==> src/rtl/song_sequencer.sv <==
// -----------------------------------------------------------------------------
// song_sequencer
//
// Transport controller for the song record/playback address path. Turns
// debounced single-cycle user commands plus a song-slot selection into the
// start/pause/record controls for the address calculator. It also tracks
// song_done to end or loop a take, and gates the memory write strobe.
//
// Optional build macro: LOOP_PLAYBACK_EN
//   defined   : a finished playback take restarts from ARM with the same slot
//               until stop_cmd_i is seen (stop in the DONE cycle wins).
//   undefined : DONE always returns to IDLE.
//
// Parameters
//   VALID_MASK    : bit i set means song_sel_i == i is a legal slot.
//   SETTLE_CYCLES : cycles (1..3) after the start pulse with song_done ignored.
//
// Ports
//   clk, reset      : clock, synchronous active-high reset
//   rec_cmd_i       : single-cycle record request
//   play_cmd_i      : single-cycle play request
//   pause_cmd_i     : single-cycle pause/resume toggle
//   stop_cmd_i      : single-cycle stop
//   song_sel_i      : requested song slot (sampled only in IDLE)
//   ready_i         : audio sample strobe
//   song_done_i     : end-of-song flag from the address calculator
//   start_song_o    : one-cycle start pulse (registered)
//   pause_song_o    : hold the address calculator (registered)
//   record_mode_o   : 1 = record, 0 = playback, latched per take (registered)
//   song_choice_o   : slot latched for the current take (registered)
//   mem_we_o        : memory write enable (combinational)
//   done_pulse_o    : one-cycle end-of-take pulse (registered)
//   bad_cmd_o       : one-cycle pulse when a command is rejected (registered)
//   recorded_o      : per-slot "has content" flags (registered)
//   state_out_o     : current state encoding for debug LEDs (registered)
//
// Command handshake: commands are one-cycle strobes with no ready/ack. The
// cycle a strobe is high is the cycle it is consumed; when several are high
// together only the highest priority one (stop > rec > play > pause) acts.
// -----------------------------------------------------------------------------
module song_sequencer #(
    parameter logic [15:0] VALID_MASK    = 16'h3F3F,
    parameter int          SETTLE_CYCLES = 1
) (
    input  logic        clk,
    input  logic        reset,
    input  logic        rec_cmd_i,
    input  logic        play_cmd_i,
    input  logic        pause_cmd_i,
    input  logic        stop_cmd_i,
    input  logic [3:0]  song_sel_i,
    input  logic        ready_i,
    input  logic        song_done_i,
    output logic        start_song_o,
    output logic        pause_song_o,
    output logic        record_mode_o,
    output logic [3:0]  song_choice_o,
    output logic        mem_we_o,
    output logic        done_pulse_o,
    output logic        bad_cmd_o,
    output logic [15:0] recorded_o,
    output logic [2:0]  state_out_o
);

    typedef enum logic [2:0] {
        S_IDLE   = 3'd0,
        S_ARM    = 3'd1,
        S_SETTLE = 3'd2,
        S_RECORD = 3'd3,
        S_PLAY   = 3'd4,
        S_PAUSED = 3'd5,
        S_DONE   = 3'd6
    } state_t;

    localparam logic [1:0] SETTLE_LAST = 2'(SETTLE_CYCLES - 1);

    state_t      state_q, state_d;
    logic [1:0]  settle_q, settle_d;
    logic        record_mode_q, record_mode_d;
    logic [3:0]  song_choice_q, song_choice_d;
    logic [15:0] recorded_q, recorded_d;
    logic        bad_d;
    logic        start_song_q, pause_song_q, done_pulse_q, bad_cmd_q;

    // Priority-resolved command winners; at most one is high.
    logic win_stop, win_rec, win_play, win_pause;
    assign win_stop  = stop_cmd_i;
    assign win_rec   = rec_cmd_i & ~stop_cmd_i;
    assign win_play  = play_cmd_i & ~stop_cmd_i & ~rec_cmd_i;
    assign win_pause = pause_cmd_i & ~stop_cmd_i & ~rec_cmd_i & ~play_cmd_i;

    always_comb begin
        state_d       = state_q;
        settle_d      = settle_q;
        record_mode_d = record_mode_q;
        song_choice_d = song_choice_q;
        recorded_d    = recorded_q;
        bad_d         = 1'b0;

        case (state_q)
            S_IDLE: begin
                if (win_rec) begin
                    if (VALID_MASK[song_sel_i]) begin
                        song_choice_d = song_sel_i;
                        record_mode_d = 1'b1;
                        state_d       = S_ARM;
                    end else begin
                        bad_d = 1'b1;
                    end
                end else if (win_play) begin
                    if (VALID_MASK[song_sel_i] && recorded_q[song_sel_i]) begin
                        song_choice_d = song_sel_i;
                        record_mode_d = 1'b0;
                        state_d       = S_ARM;
                    end else begin
                        bad_d = 1'b1;
                    end
                end
            end
            S_ARM: begin
                settle_d = 2'd0;
                state_d  = S_SETTLE;
            end
            S_SETTLE: begin
                // song_done may still reflect the previous take here.
                if (settle_q == SETTLE_LAST) begin
                    state_d = record_mode_q ? S_RECORD : S_PLAY;
                end else begin
                    settle_d = settle_q + 2'd1;
                end
            end
            S_RECORD, S_PLAY: begin
                if (win_stop) begin
                    state_d = S_IDLE;
                end else if (song_done_i) begin
                    state_d = S_DONE;
                end else if (win_rec || win_play) begin
                    bad_d = 1'b1;
                end else if (win_pause) begin
                    state_d = S_PAUSED;
                end
            end
            S_PAUSED: begin
                if (win_stop) begin
                    state_d = S_IDLE;
                end else if (win_rec) begin
                    bad_d = 1'b1;
                end else if (win_play || win_pause) begin
                    // Resume the same take; song_sel_i is not re-sampled.
                    state_d = record_mode_q ? S_RECORD : S_PLAY;
                end
            end
            S_DONE: begin
`ifdef LOOP_PLAYBACK_EN
                if (stop_cmd_i || record_mode_q) begin
                    state_d = S_IDLE;
                end else begin
                    state_d = S_ARM;
                end
`else
                state_d = S_IDLE;
`endif
            end
            default: state_d = S_IDLE;
        endcase

        if (state_d == S_RECORD) begin
            recorded_d[song_choice_d] = 1'b1;
        end
    end

    always_ff @(posedge clk) begin
        if (reset) begin
            state_q       <= S_IDLE;
            settle_q      <= 2'd0;
            record_mode_q <= 1'b0;
            song_choice_q <= 4'd0;
            recorded_q    <= 16'd0;
            start_song_q  <= 1'b0;
            pause_song_q  <= 1'b1;
            done_pulse_q  <= 1'b0;
            bad_cmd_q     <= 1'b0;
        end else begin
            state_q       <= state_d;
            settle_q      <= settle_d;
            record_mode_q <= record_mode_d;
            song_choice_q <= song_choice_d;
            recorded_q    <= recorded_d;
            // Output flags are decoded from the next state so they line up
            // with the registered state they describe.
            start_song_q  <= (state_d == S_ARM);
            pause_song_q  <= (state_d == S_IDLE) || (state_d == S_PAUSED) ||
                             (state_d == S_DONE);
            done_pulse_q  <= (state_d == S_DONE);
            bad_cmd_q     <= bad_d;
        end
    end

    assign start_song_o  = start_song_q;
    assign pause_song_o  = pause_song_q;
    assign record_mode_o = record_mode_q;
    assign song_choice_o = song_choice_q;
    assign done_pulse_o  = done_pulse_q;
    assign bad_cmd_o     = bad_cmd_q;
    assign recorded_o    = recorded_q;
    assign state_out_o   = state_q;
    assign mem_we_o      = (state_q == S_RECORD) & ready_i & ~song_done_i;

endmodule

==> config.mk <==
export PLATFORM = sky130hd
export DESIGN_NAME = song_sequencer
export DESIGN_NICKNAME = d
export VERILOG_FILES = /design/src/rtl/song_sequencer.sv
export SDC_FILE = /design/constraint.sdc
export NUM_CORES = 1
export LEC_CHECK = 0
export CELL_PAD_IN_SITES_DETAIL_PLACEMENT = 1
export CELL_PAD_IN_SITES_GLOBAL_PLACEMENT = 2
export CORE_MARGIN = 1
export CORE_UTILIZATION = 29
export DETAILED_ROUTE_END_ITERATION = 12
export PLACE_DENSITY_LB_ADDON = 0.12
export SYNTH_ARGS = -nofsm -noshare
export SYNTH_HDL_FRONTEND = slang
export SYNTH_SLANG_ARGS = --single-unit
==> constraint.sdc <==
create_clock -name clk -period 2.41 [get_ports clk]
set_clock_uncertainty 0.2 [all_clocks]
set_input_delay 0.241 -clock clk [delete_from_list [all_inputs] [get_ports clk]]
set_output_delay 0.241 -clock clk [all_outputs]
set_load 0.02 [all_outputs]
# ---- Yosys cells after proc, flatten, opt, wreduce, memory -nomap -nowiden
# Memory sizes are Yosys's and may differ from the RTL's.
# Index checks and enable logic that the tools add are counted.
# W data, S select, Z words.
dict set report word_totals {
  elab_cells 93
  register_bits 30
  memories 1
  output_inout_bits 29
  inputBits 12
  mem_bits_ro 16
}
dict set report op_classes {
  n_addsub 1
  bitwise 13
  n_lt_le_gt_ge 3
  muxes 40
  n_eq_ne 11
  n_reduce_logical 15
}
# name words word_bits read_ports rd_clocked_by_memory_dff wr line_no
set mem_list {}
lappend mem_list {{(no name shown)} 16 1 1 0 0 111} ;# if (VALID_MASK[song_sel_i] && recorded_q[song_sel_i]) begin
# op count
set ops {}
lappend ops {{$mux W3} 13}
lappend ops {{$mux W4} 5}
lappend ops {{$mux W1} 16}
lappend ops {{$or A16 B16 Y16} 1}
lappend ops {{$pmux W3 S5} 1}
lappend ops {{$eq A3 B3 Y1 const B} 4}
lappend ops {{$lt A4 B5 Y1 const B} 2}
lappend ops {{$eq A3 B2 Y1 const B} 3}
lappend ops {{$and A1 B1 Y1} 8}
lappend ops {{$eq A3 B1 Y1 const B} 2}
lappend ops {{$logic_not A3 Y1} 2}
lappend ops {{$reduce_bool A2 Y1} 3}
lappend ops {{$bmux W1 S4} 1}
lappend ops {{$demux W1 S4} 1}
lappend ops {{$ge A4 B1 Y1 const B} 1}
lappend ops {{$logic_or A1 B1 Y1} 4}
lappend ops {{$not A1 Y1} 4}
lappend ops {{$pmux W2 S2} 1}
lappend ops {{$reduce_and A4 Y1} 1}
lappend ops {{$pmux W1 S3} 1}
lappend ops {{$add A2 B1 Y2 const B} 1}
lappend ops {{$logic_and A1 B1 Y1} 2}
lappend ops {{$logic_not A2 Y1} 1}
lappend ops {{$mux W2} 1}
lappend ops {{other kinds (4)} 4}

# ---- Longest topological paths before layout
# Gate-level depths: netlist of run 1.
dict set report depth {
  ltp_word 12
  depth_mapped 8
  mapped_depth_nobuf 8
}

# ---- Worst setup path after synthesis of run 1
# No wires, ideal clock.
dict set report synth_timing {
  path_type {register -> register}
  from {register state_q[2] (netlist: state_out_o[2])}
  to {register recorded_q[14] (netlist: recorded_o[14])}
  path_slack_ns 0.269
  setup_time_ns 0.123
  stages_incl_launch_ff 7
  arrival_time_ns 1.818
  t_required_ns 2.087
  synth_period_minus_slack_ns 2.141
  n_path_buf 1
  path_cell_list {dfxtp_1 > clkbuf_1 > nor3_1 > a21boi_0 > a311oi_2 > nand4bb_1 > o2bb2ai_1}
}
dict set report synth_via {
  elab_chain_cells 7
  elab_cells_between_ends 28
  cone_classes {order compare: 2; eq/ne: 6; mux: 16; bitwise: 1; reduce/logical: 3}
}
# element line_no
set synth_rtl {}
lappend synth_rtl {{from (decl)} 77} ;# state_t state_q, state_d;
lappend synth_rtl {{from (signal assigned)} 184} ;# state_q <= state_d;
lappend synth_rtl {{$logic_not A3 Y1} 100} ;# case (state_q)
lappend synth_rtl {{$mux W4} 100}
lappend synth_rtl {{$lt A4 B5 Y1 (implied by the code) or $ge A4 B1 Y1 (tied branches)} 168} ;# recorded_d[song_choice_d] = 1'b1;
lappend synth_rtl {{$logic_and A1 B1 Y1 (implied by the code)} 168}
lappend synth_rtl {{$mux W1 (implied by the code)} 168}
lappend synth_rtl {{$demux W1 S4} 168}
lappend synth_rtl {{$or A16 B16 Y16 (no line)} -}
lappend synth_rtl {{to (signal assigned)} 188} ;# recorded_q <= recorded_d;
lappend synth_rtl {{to (decl)} 81} ;# logic [15:0] recorded_q, recorded_d;
# Parallel ways exist; a longest one is shown, timed or not.
# A chain may end at the register's enable or synchronous reset.

# ---- Final worst setup path of run 1
dict set report layout_timing {
  from {input port rec_cmd_i}
  to {register recorded_q[11] (netlist: recorded_o[11])}
}
dict set report layout_via {
  elab_chain_cells 10
  elab_cells_between_ends 27
  cone_classes {order compare: 2; eq/ne: 1; mux: 15; bitwise: 6; reduce/logical: 3}
}
# element line_no
set layout_rtl {}
lappend layout_rtl {{from (decl)} 47} ;# input logic rec_cmd_i,
lappend layout_rtl {{$not A1 Y1} {89, 90}}
lappend layout_rtl {{$and A1 B1 Y1} 89} ;# assign win_play = play_cmd_i & ~stop_cmd_i & ~rec_cmd_i;
lappend layout_rtl {{$mux W4} 110} ;# end else if (win_play) begin
lappend layout_rtl {{$mux W4} 102} ;# if (win_rec) begin
lappend layout_rtl {{$mux W4} 100}
lappend layout_rtl {{$lt A4 B5 Y1 (implied by the code) or $ge A4 B1 Y1 (tied branches)} 168}
lappend layout_rtl {{$logic_and A1 B1 Y1 (implied by the code)} 168}
lappend layout_rtl {{$mux W1 (implied by the code)} 168}
lappend layout_rtl {{$demux W1 S4} 168}
lappend layout_rtl {{$or A16 B16 Y16 (no line)} -}
# Parallel ways exist; a longest one is shown, timed or not.

==> results.cfg, run 1 <==
[grt]
grt_max_degree = 18
antenna_found_initial = 0
grt-ovfl-total = 0
grt_usage = 0.202
grt_first_pass_wirelength_mm = 9.54
grt_pass1_vias = 1857

[synthesis]
yosysTopAreaCell = dfxtp_1
synth_cells = 187
syn_area_per_cell_um2 = 8.90
ys_ff_latch = 30
synth_top_area_frac = 0.361
postSynth.asyncResetShare = 0
synthesis.nets = 200
ys_seq_area_frac = 0.361
ys.flop_type = dfxtp_1
ys_types = 52
syn_area_um2 = 1660
synth-edff-count = 0
synth_warnings = 0
synthTopCellsByArea = dfxtp_1 36%, o2bb2ai_1 7.9%, mux2i_1 7.2%, nor2_1 4.1%, a21oi_1 2.7%

[finish]
layout_common_cells = 37 x clkdlybuf4s50_1, 36 x buf_4, 28 x dfxtp_1, 18 x nor2_1, 13 x o2bb2ai_1
diodes = 0
final_nets = 276
regArea_um2 = 603
drive_gt1_frac = 0.265
multiInputGateArea_um2 = 1070
syn_to_final_growth_pct = 56.3
stdcell_area_um2 = 2600
nFillCells = 645
layout_commonest_cell = clkdlybuf4s50_1

[clock_tree]
htree_levels = 2
clk_pin_slew_ps = 60
cts-hold-fix-buffers = 0
cts_tree = yes
cts_num_sinks = 30
insertion_delay_ps = 280
cts_made_buffers = 5
cts-root-buf = clkbuf_8
cts_buffer_depth = 2

[sta]
tightest_slew_ps = 414
drv_slew = 0
finalCritPeriodShare = 0.979
relSlewSlack = 0.721
layout_setup_ws_ps = 49.5
setup_tns_ps = 0
fmax_mhz = 424
period_needed_ps = 2360
setup_viol = 0
hold_viol = 0

[route]
drc = 0
antenna_left = 0
vias = 1771
viasPerCell = 5.27
drt_iter0_markers = 73
wl_per_cell_um = 17.7
wl_mm = 5.96
dr.pass1.iters = 4

[pwr]
ir_drop_mv = 0.336
p_leak_nw = 0.999
powerDensity_nw_per_um2 = 492

[floorplan]
dieArea_um2 = 6050
rows = 27
start_util = 0.302
die_w_um = 77.8
die_h_um = 77.8
coreArea_um2 = 5510
io_pins = 41

[job]
drv_cap = 0

[place]
gp_congestion = 0.793
pre_cts_ws_ps = -328
io_buffers = 40
placed_cell_area_um2 = 2390
dpl.hpwl_mm = 4.35

[status]
outcome = complete, no violations

[worst_setup_path]
cp_data_arrival_time_ps = 2370
worstPathMaxFanout = 5
worst_path_max_delay_cell = clkdlybuf4s50_1
path_cells = clkdlybuf4s50_1, or3b_1, buf_4, o41ai_4, nand2_2, mux2_4, o2bb2ai_1
crit_type = input port to flip-flop
critPathRequiredTime_ps = 2420
max_stage_delay_ps = 470
reg2reg_slack_ps = 180
endpoint_kind = flip-flop
worstSetupStartpointType = input port

[worst_hold_path]
hold_path.class = flip-flop to flip-flop
## registers in the layout, indices dropped and copies added, names as in the netlist
name	cells
state_out_o	3
settle_q	2
record_mode_o	1
start_song_o	1
recorded_o	16
song_choice_o	4
pause_song_o	1
done_pulse_o	1
bad_cmd_o	1
## final timing paths
path,to,cells after the start,startpoint
min reg2reg,recorded_o[15],1,recorded_o[15]
max,recorded_o[11],7,rec_cmd_i
max reg2reg,recorded_o[7],6,state_out_o[1]
min,recorded_o[15],1,recorded_o[15]
## metal layers
layer | wire, um | track usage
met5 | 0 | 0
met4 | 24 | 0.0566
met3 | 208 | 0.0435
met2 | 2790 | 0.319
met1 | 2930 | 0.275
## Yosys cell counts (all sizes together) (2+ instances only)
| master | number |
|---|---|
| dfxtp | 30 |
| nor2 | 18 |
| o2bb2ai | 16 |
| mux2i | 12 |
| nand2 | 11 |
| a21oi | 9 |
| inv | 7 |
| o21ai | 7 |
| nor2b | 6 |
| a31oi | 5 |
| clkbuf | 5 |
| nor3 | 5 |
| buf | 4 |
| nand2b | 4 |
| and3 | 3 |
| nand3 | 3 |
| nand4 | 3 |
| a211o | 2 |
| a32o | 2 |
| a32oi | 2 |
| nand4b | 2 |
| nand4bb | 2 |
| nor3b | 2 |
| nor4 | 2 |
| or3 | 2 |
| or3b | 2 |
## report_power, final
group	switching (mW)	leakage, nW	internal [mW]
clock	0.187	0.0524	0.309
sequential	0.0137	0.244	0.508
combinational	0.133	0.703	0.129
## cells by family (layout without fill, tap and decap cells)
kind of cell               count (synthesis)  count (layout)  share of synthesized area
AOI/OAI and AO/OA                         56              56                      0.269
DFF                                       30              30                      0.361
adders and majority gates                  1               1                    0.00752
muxes                                     13              13                     0.0812
and+or+nand+nor                           70              70                      0.236
buffers and inverters                     17              94                     0.0451
## critical path, delay by kind of cell
family	cells	cell delay (ps)
mux	1	380
compound gates	2	490
buf+inv	2	640
simple gates	2	610
## per-stage QoR
stage | instances | utilization | hold WS (ps) | total power, mW
after CTS | 335 | 0.454 | 278 | 1.28
after detailed placement | 327 | 0.434 | 264 | 0.776
after global routing | 336 | 0.472 | 298 | 1.34
final | 336 | 0.472 | 273 | 1.28
after global placement | 327 | 0.434 | 252 | 0.771
after floorplan | 187 | - | 247 | 0.650
## cell type report
cell class                      count  area share
Multi-Input combinational cell    140       0.413
Timing Repair Buffer               78       0.268
Sequential cell                    30       0.232
Tap cell                           72      0.0346
Clock buffer                        7      0.0293
Clock inverter                      1      0.0115
Inverter                            8      0.0115
## what timing repair did
action / 4_1_cts / 5_1_grt
pin swaps: 2 / 8
cloned: 0 / 0
setup endpoints to repair: 15 / 18
hold endpoints to repair: 0 / 0
setup buffers: 0 / 1
resized for setup: 3 / 20
Power figures use the tool's default switching activity.
==> run 2: changes to the inputs <==
Settings changed: ABC_CLOCK_PERIOD_IN_PS set to 2410, REMOVE_ABC_BUFFERS set to 1.
==> results.cfg, run 2 (synthesis gave the netlist of run 1 again) <==
[worst_setup_path]
worstSetupStartpointType = input port
endpoint_kind = flip-flop
worstPathMaxFanout = 4
crit_type = input port to flip-flop
cp_data_arrival_time_ps = 2350
critPathRequiredTime_ps = 2420
path_cells = clkdlybuf4s50_1, or3b_1, nor2_1, nand4_1, mux2i_2, buf_4, nand4bb_2, o2bb2ai_1
max_stage_delay_ps = 460
worst_path_max_delay_cell = clkdlybuf4s50_1

[clock_tree]
cts_buffer_depth = 2
cts-hold-fix-buffers = 0
cts_made_buffers = 5
cts_tree = yes
htree_levels = 2
insertion_delay_ps = 290
clk_pin_slew_ps = 70
cts-root-buf = clkbuf_8
cts_num_sinks = 30

[route]
wl_per_cell_um = 16.8
drc = 0
wl_mm = 5.65
antenna_left = 0
vias = 1759
viasPerCell = 5.24
dr.pass1.iters = 4
drt_iter0_markers = 42

[place]
dpl.hpwl_mm = 4.43
io_buffers = 40
placed_cells = 326
gp_congestion = 0.875

[finish]
fin_cells = 336
final_nets = 276
layout_common_cells = 38 x clkdlybuf4s50_1, 36 x buf_4, 30 x dfxtp_1, 18 x nor2_1, 15 x o2bb2ai_1
nFillCells = 655
syn_to_final_growth_pct = 57.4
largest_reg_flops = 16
diodes = 0
drive_gt1_frac = 0.258
final_util = 0.476
layout_commonest_cell = clkdlybuf4s50_1

[sta]
fmax_mhz = 428
relSlewSlack = 0.726
tightest_slew_ps = 408
period_needed_ps = 2340
drv_slew = 0
setup_viol = 0
hold_viol = 0
whs_ps = 273
finalCritPeriodShare = 0.970
setup_tns_ps = 0

[grt]
grt_pass1_vias = 1854
grt_max_degree = 17
grt_first_pass_wirelength_mm = 9.19
antenna_found_initial = 0
grt_usage = 0.197
grt-ovfl-total = 0

[floorplan]
dieArea_um2 = 6050
die_h_um = 77.8
io_pins = 41
die_w_um = 77.8
coreArea_um2 = 5510
rows = 27
start_util = 0.302

[pwr]
p_leak_nw = 1.02
totalPowerFinal_mw = 1.23
powerDensity_nw_per_um2 = 471
ir_drop_mv = 0.191

[worst_hold_path]
hold_path.class = flip-flop to flip-flop

[status]
outcome = complete, no violations

[job]
drv_cap = 0
[run 2: changes by cell type in the layout (fill, tap and decap cells not counted), sizes merged]
cell / delta
dlygate4sd2: -1
clkdlybuf4s50: +1
clkinv: +1
bufinv: -1
clkbuf: -1
clkinvlp: +1
[run 2: area by class of cell]
cell class / instances / area [um2] / share of cell area
Multi-Input combinational cell: 140 / 1100 / 0.422
Sequential cell: 30 / 601 / 0.229
Clock buffer: 6 / 82.6 / 0.0315
Inverter: 8 / 30.0 / 0.0115
Tap cell: 72 / 90.1 / 0.0344
Clock inverter: 2 / 12.5 / 0.00478
Timing Repair Buffer: 78 / 698 / 0.267
[run 2: critical path, delay by kind of cell]
family / cells / cell delay (ps)
AO/OA/AOI/OAI: 1 / 190
buffers and inverters: 2 / 610
multiplexers: 1 / 220
AND/OR/NAND/NOR: 4 / 1080
[run 2: timing repair]
action	in CTS	in global routing
endpoints found under the setup margin	11	18
setup buffers	1	1
pin swaps	0	12
endpoints found under the hold margin	0	0
resized for setup	3	19
[run 2: routing by layer]
layer,share of wire,global-route usage,vias up,wire length (um)
met3,0.031,0.0388,9,175
met5,0,0,-,0
met4,0.017,0.0717,0,98
met1,0.43,0.226,859,2420
met2,0.52,0.356,39,2950
li1,-,-,852,-
[run 2: metrics by stage]
step	setup WS, ps	cell area [um2]
after global routing	-14.0	2620
final	72.0	2620
after floorplan	167	1620
after CTS	0.880	2500
after detailed placement	-328	2380
after global placement	-240	2380
[run 2: final timing paths]
check                 start        endpoint  depth (start not counted)  slack [ps]
min           recorded_o[7]   recorded_o[7]                          1         270
max reg2reg  state_out_o[1]  recorded_o[14]                          8         150
max               rec_cmd_i  recorded_o[14]                          8          70
min reg2reg   recorded_o[7]   recorded_o[7]                          1         270
[run 2: power breakdown]
part	switching [mW]	internal, mW
sequential	0.0121	0.507
combinational	0.133	0.136
clock	0.215	0.230
==> run 3: changes to the inputs <==
Settings changed: MAX_ROUTING_LAYER set to met4, REMOVE_ABC_BUFFERS 1 to not set.
==> results.cfg, run 3 (synthesis gave the netlist of run 1 again) <==
[status]
outcome = complete, no violations

[floorplan]
start_util = 0.302
io_pins = 41
dieArea_um2 = 6050
die_w_um = 77.8
rows = 27
die_h_um = 77.8
coreArea_um2 = 5510

[clock_tree]
htree_levels = 2
cts_num_sinks = 30
cts_buffer_depth = 2
insertion_delay_ps = 280
cts_tree = yes
cts_made_buffers = 5
clk_pin_slew_ps = 60
cts-hold-fix-buffers = 0
cts-root-buf = clkbuf_8

[worst_setup_path]
crit_type = input port to flip-flop
critPathRequiredTime_ps = 2370
worstPathMaxFanout = 5
worstSetupStartpointType = input port
endpoint_kind = flip-flop
cp_data_arrival_time_ps = 2330

[sta]
setup_viol = 0
relSlewSlack = 0.722
period_needed_ps = 2370
fmax_mhz = 422
setup_tns_ps = 0
drv_slew = 0
finalCritPeriodShare = 0.983
tightest_slew_ps = 413
hold_viol = 0

[pwr]
p_leak_nw = 0.999
ir_drop_mv = 0.337
powerDensity_nw_per_um2 = 492
totalPowerFinal_mw = 1.28

[grt]
grt_pass1_vias = 1865
grt-ovfl-total = 0
grt_usage = 0.207
grt_max_degree = 18
grt_first_pass_wirelength_mm = 9.52
antenna_found_initial = 0

[finish]
layout_common_cells = 37 x clkdlybuf4s50_1, 36 x buf_4, 28 x dfxtp_1, 18 x nor2_1, 13 x o2bb2ai_1
fin_cells = 336
largest_reg_flops = 16
syn_to_final_growth_pct = 56.3
diodes = 0
layout_commonest_cell = clkdlybuf4s50_1
final_nets = 276
drive_gt1_frac = 0.265
stdcell_area_um2 = 2600
nFillCells = 645

[route]
antenna_left = 0
drc = 0
drt_iter0_markers = 71
wl_mm = 5.99
dr.pass1.iters = 4
wl_per_cell_um = 17.8
viasPerCell = 5.36
vias = 1801

[place]
dpl.hpwl_mm = 4.35
placed_cell_area_um2 = 2390
gp_congestion = 0.804
io_buffers = 40
placed_cells = 327

[job]
drv_cap = 0

[worst_hold_path]
hold_path.class = flip-flop to flip-flop
## run 3: routing by layer
metal  GRT usage  routed length, um  share of wire  vias to the layer above
met5           -                  0              0                        -
met4      0.0566                 60          0.010                        0
met3      0.0376                188          0.031                        6
met2       0.318               2780           0.46                       40
met1       0.279               2960           0.49                      893
li1            -                  -              -                      862
## run 3: worst max-delay path: stages
cell and delay [ps]:
clkdlybuf4s50_1 470, or3b_1 440, buf_4 170, o41ai_4 330
nand2_2 170, mux2i_2 250, buf_4 180, o2bb2ai_1 70
## run 3: what timing repair did
item / CTS / global route
pin swaps: 2 / 8
setup buffers: 0 / 1
gates resized for setup: 3 / 20
setup endpoints to repair: 15 / 18
## run 3: where the power goes
part | switching (mW) | total (mW) | internal [mW]
Sequential | 0.0136 | 0.522 | 0.508
Combinational | 0.135 | 0.264 | 0.129
Clock | 0.185 | 0.494 | 0.309
Total | 0.334 | 1.28 | 0.946
## run 3: final timing paths
check | from | to | slack, ps | depth (start not counted)
setup reg to reg | state_out_o[1] | recorded_o[10] | 170 | 6
hold / removal | recorded_o[15] | recorded_o[15] | 270 | 1
hold reg to reg | recorded_o[15] | recorded_o[15] | 270 | 1
setup / recovery | rec_cmd_i | recorded_o[6] | 40 | 8
## run 3: layout make-up
cell class	count	area [um2]	area share
clock buffer	7	76.3	0.0293
clock inverter	1	30.0	0.0115
inverter	8	30.0	0.0115
multi-input combinational	140	1070	0.413
sequential	30	603	0.232
tap	72	90.1	0.0346
timing repair buffer	78	697	0.268
## run 3: per-stage QoR
step	utilization	hold slack [ps]	setup WS, ps
after floorplan	-	247	269
after global placement	0.434	252	-256
after detailed placement	0.434	264	-328
after CTS	0.454	278	4.37
after global routing	0.472	298	-0.368
final	0.472	272	40.9
